<file path="src/rtl/mac_pkg.sv">
// mac_pkg: shared widths, parameter defaults and FSM encoding for the MAC sequencer
package mac_pkg;
    localparam int DP_SUM_W      = 20;
    localparam int LANES         = 16;
    localparam int PIX_W         = 8;
    localparam int IDX_W         = 10;
    localparam int N_CHUNKS_DEF  = 49;
    localparam int N_NEURONS_DEF = 32;
    localparam int ACC_W_DEF     = 26;
    typedef enum logic [1:0] {IDLE, ISSUE, DRAIN, OUTPUT} state_t;
endpackage

</file>
<file path="src/rtl/lat_pipe.sv">
// lat_pipe: resettable shift register carrying per-chunk tags through memory and datapath latency
module lat_pipe #(
    parameter int DEPTH = 2,
    parameter int W     = 3
) (
    input  logic         clk,
    input  logic         rst_n,
    input  logic [W-1:0] d,
    output logic [W-1:0] q
);
    logic [W-1:0] s [DEPTH];
    // shift one stage per cycle; reset drops every in-flight tag
    always_ff @(posedge clk or negedge rst_n)
        if (!rst_n) for (int i = 0; i < DEPTH; i++) s[i] <= '0;
        else begin
            s[0] <= d;
            for (int i = 1; i < DEPTH; i++) s[i] <= s[i-1];
        end
    assign q = s[DEPTH-1];
endmodule

</file>
<file path="src/rtl/mac_sequencer.sv">
// mac_sequencer: streams pixel/weight chunks into the dot-product datapath and accumulates one total per neuron
module mac_sequencer
    import mac_pkg::*;
#(
    parameter int N_CHUNKS  = N_CHUNKS_DEF,
    parameter int N_NEURONS = N_NEURONS_DEF,
    parameter int MEM_LAT   = 1,
    parameter int DP_LAT    = 1,
    parameter int ACC_W     = ACC_W_DEF,
    parameter int PADDR_W   = 6,
    parameter int WADDR_W   = 11
) (
    input  logic                clk,
    input  logic                rst_n,
    input  logic                start,
    output logic                busy,
    output logic                done,
    output logic                mem_en,
    output logic [PADDR_W-1:0]  pix_addr,
    output logic [WADDR_W-1:0]  wgt_addr,
    input  logic [DP_SUM_W-1:0] dp_sum,
    output logic                out_valid,
    input  logic                out_ready,
    output logic [ACC_W-1:0]    out_data,
    output logic [IDX_W-1:0]    out_idx
);
    localparam int L = MEM_LAT + DP_LAT;
    state_t           state;
    logic [IDX_W-1:0] n;
    logic [ACC_W-1:0] acc, sum_ext, total;
    logic             last_c, tail_v, tail_f, tail_l;
    assign last_c  = pix_addr == PADDR_W'(N_CHUNKS - 1);
    assign busy    = state != IDLE;
    assign sum_ext = ACC_W'(dp_sum);
    assign total   = tail_f ? sum_ext : acc + sum_ext;
    lat_pipe #(.DEPTH(L), .W(3)) u_pipe (
        .clk   (clk),
        .rst_n (rst_n),
        .d     ({mem_en, pix_addr == '0, last_c}),
        .q     ({tail_v, tail_f, tail_l})
    );
    // control FSM: issue chunks back to back, drain the latency, then hold the result until accepted
    always_ff @(posedge clk or negedge rst_n)
        if (!rst_n) begin
            state     <= IDLE;
            mem_en    <= 1'b0;
            pix_addr  <= '0;
            wgt_addr  <= '0;
            n         <= '0;
            acc       <= '0;
            out_valid <= 1'b0;
            out_data  <= '0;
            out_idx   <= '0;
            done      <= 1'b0;
        end else begin
            done <= 1'b0;
            if (tail_v) acc <= total;
            case (state)
                IDLE: if (start && !done) begin
                    state    <= ISSUE;
                    mem_en   <= 1'b1;
                    pix_addr <= '0;
                    wgt_addr <= '0;
                    n        <= '0;
                end
                ISSUE: begin
                    wgt_addr <= wgt_addr + WADDR_W'(1);
                    pix_addr <= last_c ? '0 : pix_addr + PADDR_W'(1);
                    if (last_c) begin
                        state  <= DRAIN;
                        mem_en <= 1'b0;
                    end
                end
                DRAIN: if (tail_v && tail_l) begin
                    state     <= OUTPUT;
                    out_valid <= 1'b1;
                    out_data  <= total;
                    out_idx   <= n;
                end
                OUTPUT: if (out_ready) begin
                    out_valid <= 1'b0;
                    if (n == IDX_W'(N_NEURONS - 1)) begin
                        state <= IDLE;
                        done  <= 1'b1;
                    end else begin
                        state  <= ISSUE;
                        mem_en <= 1'b1;
                        n      <= n + IDX_W'(1);
                    end
                end
                default: state <= IDLE;
            endcase
        end
endmodule

</file>
<file path="config.mk">
export PLATFORM = sky130hd
export DESIGN_NAME = mac_sequencer
export DESIGN_NICKNAME = d
export VERILOG_FILES = /design/src/rtl/mac_pkg.sv /design/src/rtl/lat_pipe.sv /design/src/rtl/mac_sequencer.sv
export SDC_FILE = /design/constraint.sdc
export NUM_CORES = 1
export LEC_CHECK = 0
export ABC_AREA = 1
export CORE_UTILIZATION = 50
export DETAILED_ROUTE_END_ITERATION = 8
export PLACE_DENSITY = 0.73
export SLEW_MARGIN = 20
export SYNTH_ARGS = -nofsm -noshare
export SYNTH_HDL_FRONTEND = slang
export SYNTH_SLANG_ARGS = --single-unit
</file>
<file path="constraint.sdc">
create_clock -name clk -period 2.9 [get_ports clk]
set_input_delay 0.29 -clock clk [delete_from_list [all_inputs] [get_ports clk]]
set_output_delay 0.29 -clock clk [all_outputs]
set_load 0.01 [all_outputs]
</file>
After elaboration in Yosys (flattened, before gate mapping)
Cells that the tools add are included.
Widths: inputs -> output; s select.
{ "word_totals": {"ff_bits": 100, "inputBits": 24, "word_cells": 69} }
{ "classes": {"n_addsub": 4, "eq_ne": 10, "n_mux": 27, "n_reduce_logical": 16} }
{ "op_table": {"columns": ["cell", "count"], "rows": [
  ["$mux 10", 3],
  ["$add 26x20->26", 1],
  ["$mux 26", 1],
  ["$pmux 11 s2", 1],
  ["$pmux 10 s2", 1],
  ["$mux 6", 2],
  ["$pmux 6 s2", 1],
  ["$add 11x1->11 const B", 1],
  ["$mux 11", 1],
  ["$add 10x1->10 const B", 1],
  ["$eq 10x5->1 const B", 1],
  ["$mux 1", 10],
  ["$ne 2x2->1 const B", 5],
  ["$mux 2", 4],
  ["$pmux 2 s4", 1],
  ["$reduce_and 4->1", 2],
  ["$reduce_bool 2->1", 4],
  ["$add 6x1->6 const B", 1],
  ["$eq 6x6->1 const B", 1],
  ["$logic_not 6->1", 1],
  ["$reduce_and 5->1", 1],
  ["$eq 2x2->1 const B", 2],
  ["$reduce_and 2->1", 2],
  ["$pmux 1 s3", 1],
  ["7 further kinds", 8]
]} }

Depth between registers and ports, before layout
{ "logic_depth": {"ltp_word": 4, "depth_mapped": 14, "depth_no_buf": 14} }

By module
A second synthesis with hierarchy kept.
{ "unflattened": {"hier_cells": 883, "hier_area_um2": 6258.5} }
{ "by_module_without_submodules": {"columns": ["module", "n_inst", "cells_per_inst", "area_each_um2"], "rows": [
  ["mac_sequencer", 1, 874, 6085.8],
  ["lat_pipe", 1, 9, 172.7]
]} }

Worst setup path after synthesis
OpenSTA, ideal clock, no wires.
{ "synth_timing": {"kind": "register to register", "startpoint": "register acc[0]", "endpoint": "register acc[8]", "t_arrival_ns": 1.718, "t_required_ns": 2.780, "path_slack_ns": 1.062, "stages_incl_launch_ff": 12, "n_path_buf": 0, "period_less_slack_ns": 1.838, "path_cell_list": "dfrtp_1 > ha_1 > fa_1 > nand2_1 > nand3_1 > nand3_1 > nand2_2 > or2_1 > nand3_1 > nand2_1 > inv_2 > o21ai_2"} }
{ "synth_between": {"elab_chain_cells": 2} }
{ "synth_lines": {"columns": ["item", "line", "source"], "rows": [
  ["start, declared", "mac_sequencer.sv:30", "logic [ACC_W-1:0] acc, sum_ext, total;"],
  ["start signal, assigned", "mac_sequencer.sv:57", "if (tail_v) acc <= total;"],
  ["$add 26x20->26", "mac_sequencer.sv:35", "assign total = tail_f ? sum_ext : acc + sum_ext;"],
  ["$mux 26", "mac_sequencer.sv:35", null]
]} }
No other way between the ends.
A chain may end at the register's enable or synchronous reset.

Final worst setup path
{ "layout_timing": {"startpoint": "register state[0]", "endpoint": "output busy"} }
{ "layout_between": {"elab_chain_cells": 1} }
{ "layout_lines": {"columns": ["item", "line", "source"], "rows": [
  ["start, declared", "mac_sequencer.sv:28", "state_t state;"],
  ["start signal, assigned", "mac_sequencer.sv:45", "state <= IDLE;"],
  ["start signal, assigned", "mac_sequencer.sv:60", "state <= ISSUE;"],
  ["start signal, assigned", "mac_sequencer.sv:70", "state <= DRAIN;"],
  ["$reduce_bool 2->1", "mac_sequencer.sv:33", "assign busy = state != IDLE;"],
  ["end, declared", "mac_sequencer.sv:16", "output logic busy,"]
]} }
No other way between the ends.

==> flow_metrics.py <==
metrics = {
    "logic_synthesis": {
        "netlist_instances": 868,
        "synth.avg_cell_area_um2": 7.20,
        "synth.distinct_cells": 41,
        "synth_seq_cells": 100,
        "synth_area_leaders": "dfrtp_1 (40%), nand2_1 (17%), inv_1 (6.6%)",
        "synthesis.area_um2": 6250,
        "yosys.area.top_type": "dfrtp_1",
        "synth_fp_nets": 922,
        "netlist.area_leader.share_pct": 40.0,
        "yosysWarnings": 0,
        "ys_seq_area_share_pct": 40.0,
    },
    "hold_path": {
        "hold_path.class": "reg -> reg",
        "hold_path_depth": 0,
    },
    "critical_path": {
        "crit_chain": "inv_1, ha_1, inv_2, clkdlybuf4s50_1",
        "cp_slowest_cell": "clkdlybuf4s50_1",
        "cp-startpoint": "state[0]",
        "crit_family": "buffers and inverters",
        "cp-end-kind": "output pin",
        "r2r_cells": 11,
        "path_max_fanout": 4,
        "crit_path_end": "busy",
        "path_buf_inv": 3,
        "cp.arrival_ns": 1.77,
        "r2r-start": "acc[0]",
        "cpPeakStageDelay_ns": 0.54,
        "criticalPathCategory": "reg -> out",
        "crit_required_ns": 2.61,
        "cp_num_cells": 4,
        "rr_endpoint": "out_data[8]",
        "worstSetupStartpointType": "register",
        "ff2ff_setup_slack_ns": 0.87,
    },
    "clocking": {
        "numCtsBuffers": 9,
        "post-cts-setup-buffers": 0,
        "cts.clk_slew.worst_paths_ns": 0.07,
        "cts_buffer_depth": 2,
        "root_buffer": "clkbuf_16",
        "cts_resized": 0,
        "worstSkewPairLatency_ns": 0.36,
        "cts.sink_count": 100,
        "cts_tree": "yes",
        "cts-htree-levels": 3,
    },
    "route": {
        "viasPerCell": 5.11,
        "drc": 0,
        "post_drt_wl_per_cell_um": 13.6,
        "drtPass1Iterations": 5,
        "wirelength_um": 15300,
        "antenna_left": 0,
        "vias": 5736,
        "drt_iter0_markers": 249,
    },
    "sta": {
        "max_freq_ghz": 0.486,
        "slew_viol_final": 0,
        "final.setup.tns_ns": 0,
        "hold_viol": 0,
        "relSlewSlack_pct": 50.3,
        "fin_skew_ns": 0.00869,
        "layout_setup_ws_ns": 0.840,
        "grt_setup_unrepaired": "no",
        "tightest_slew_ns": 0.744,
        "finalCritPeriodShare_pct": 71.0,
        "setup_viol": 0,
        "period_needed_ns": 2.06,
    },
    "die": {
        "die-area_um2": 13000,
        "start_util_pct": 51.6,
        "die_x_um": 114,
        "core_um2": 12100,
        "die_h_um": 114,
        "pin_count": 81,
        "std_cell_rows": 40,
    },
    "power_and_ir_drop": {
        "p_leak_nw": 3.79,
        "cellPowerDensity_nw_per_um2": 399,
        "power.total_mw": 3.02,
        "ir_drop_mv": 0.339,
    },
    "placement": {
        "post-dp-hpwl_um": 11300,
        "placed_area_um2": 7230,
        "gp_congestion": 0.941,
        "pre_cts_ws_ns": 0.489,
        "port_buffers": 80,
    },
    "run_status": {
        "status": "completed",
    },
    "layout": {
        "seq_area_um2": 2500,
        "stdcell_area_um2": 7570,
        "fill_cells": 1127,
        "multi_input_area_um2": 3210,
        "diodes": 0,
        "synthToLayoutAreaGrowth_pct": 21.2,
        "drive_above_1_share_pct": 7.13,
        "nNetsFinal": 1003,
    },
    "grt": {
        "antenna_found_initial": 0,
        "grt.total_usage_pct": 25.5,
        "grt_pass1_vias": 5511,
        "grt_max_degree": 53,
        "grt_pass1_wl_um": 26100,
        "grt_remaining_overflow": 0,
    },
    "run": {
        "maxCapViolCount": 0,
    },
}
## cells by family after synthesis
kind of cell | after synthesis | share of synthesized area, %
AND/OR/NAND/NOR | 495 | 35.3
buffers and inverters | 137 | 8.65
AO/OA/AOI/OAI | 103 | 9.47
flip-flops | 100 | 40.0
adder cells (fa/ha/maj) | 30 | 6.13
XOR/XNOR | 3 | 0.420
## final cells by class
| type | instances | area share, % |
|---|---|---|
| Clock inverter | 6 | 1.39 |
| Timing Repair Buffer | 88 | 11.4 |
| Sequential cell | 100 | 33.0 |
| Inverter | 119 | 5.96 |
| Clock buffer | 10 | 3.02 |
| Tap cell | 168 | 2.78 |
| Multi-Input combinational cell | 631 | 42.4 |
## how the worst min path moves through the flow
stage | startpoint | to
3_3_place_gp | u_pipe.s[4] | u_pipe.q[1]
5_1_grt | u_pipe.s[3] | u_pipe.q[0]
3_5_place_dp | u_pipe.s[4] | u_pipe.q[1]
6_report | u_pipe.s[4] | u_pipe.q[1]
2_1_floorplan | rst_n | acc[0]
4_1_cts | u_pipe.s[4] | u_pipe.q[1]
## cells in the final DEF (no fill, tap or decap), drive strengths merged, types with 7 or more instances in the layout
cell / instances
clkdlybuf4s50: 79
ha: 29
a31oi: 15
clkbuf: 10
inv: 122
o21ai: 42
o21a: 7
nand4: 25
buf: 8
nand3b: 9
nand3: 63
nor3: 17
a21oi: 32
or2: 11
dfrtp: 100
nor2: 62
nand2: 299
## metal layers
layer	GRT usage, %	wire length, um	vias to the layer above
li1	-	-	2951
met1	34.4	7230	2644
met2	41.6	7060	121
met3	5.95	790	20
met4	6.58	209	0
met5	0	0	-
## power breakdown
part,switching [mW],internal (mW),total (mW)
Sequential,0,1.39,1.39
Clock,0.572,0.777,1.35
Combinational,0.178,0.104,0.282
Total,0.750,2.27,3.02
## registers in the layout (all words and copies together), names as in the netlist
| register | flops |
|---|---|
| done | 1 |
| acc | 26 |
| out_idx | 10 |
| out_data | 26 |
| wgt_addr | 11 |
| pix_addr | 6 |
| state | 2 |
| n | 10 |
| mem_en | 1 |
| out_valid | 1 |
| u_pipe.q | 3 |
| u_pipe.s | 3 |
## per-stage QoR
stage | hold WS (ns) | utilization [%] | instances
floorplan | -0.00559 | - | 868
global placement | 0.332 | 59.7 | 1105
detailed placement | 0.335 | 59.7 | 1105
CTS | 0.359 | 62.5 | 1122
global route | 0.364 | 62.5 | 1122
finish | 0.354 | 62.5 | 1122
## repair_timing
action / 4_1_cts / 5_1_grt
setup endpoints to repair: 0 / 0
endpoints found under the hold margin: 5 / 0
hold buffers: 1 / 0
## synthesized netlist by cell type
master,number
dfrtp_1,100
o22ai_1,1
nand4_1,24
a22o_1,1
nor3_2,4
inv_6,1
nor3_1,13
buf_4,3
nand3_1,59
o21a_1,7
a21oi_2,4
clkbuf_1,7
inv_2,8
a21oi_1,28
nand2_1,288
nand2_2,9
o21bai_1,2
nand2_4,2
fa_1,1
o21ai_2,2
xor2_1,3
nand3_2,4
or2_2,5
o21ai_0,28
or2_0,1
inv_1,110
ha_1,29
a21boi_0,1
nor2_2,4
a31oi_1,15
and2_1,3
o31ai_1,2
o21ai_1,12
buf_2,8
or2_1,5
nor2_4,1
nor2_1,57
nand3b_1,9
nand4_2,1
nor4_1,4
and3_1,2
(Power assumes the default switching activity.)
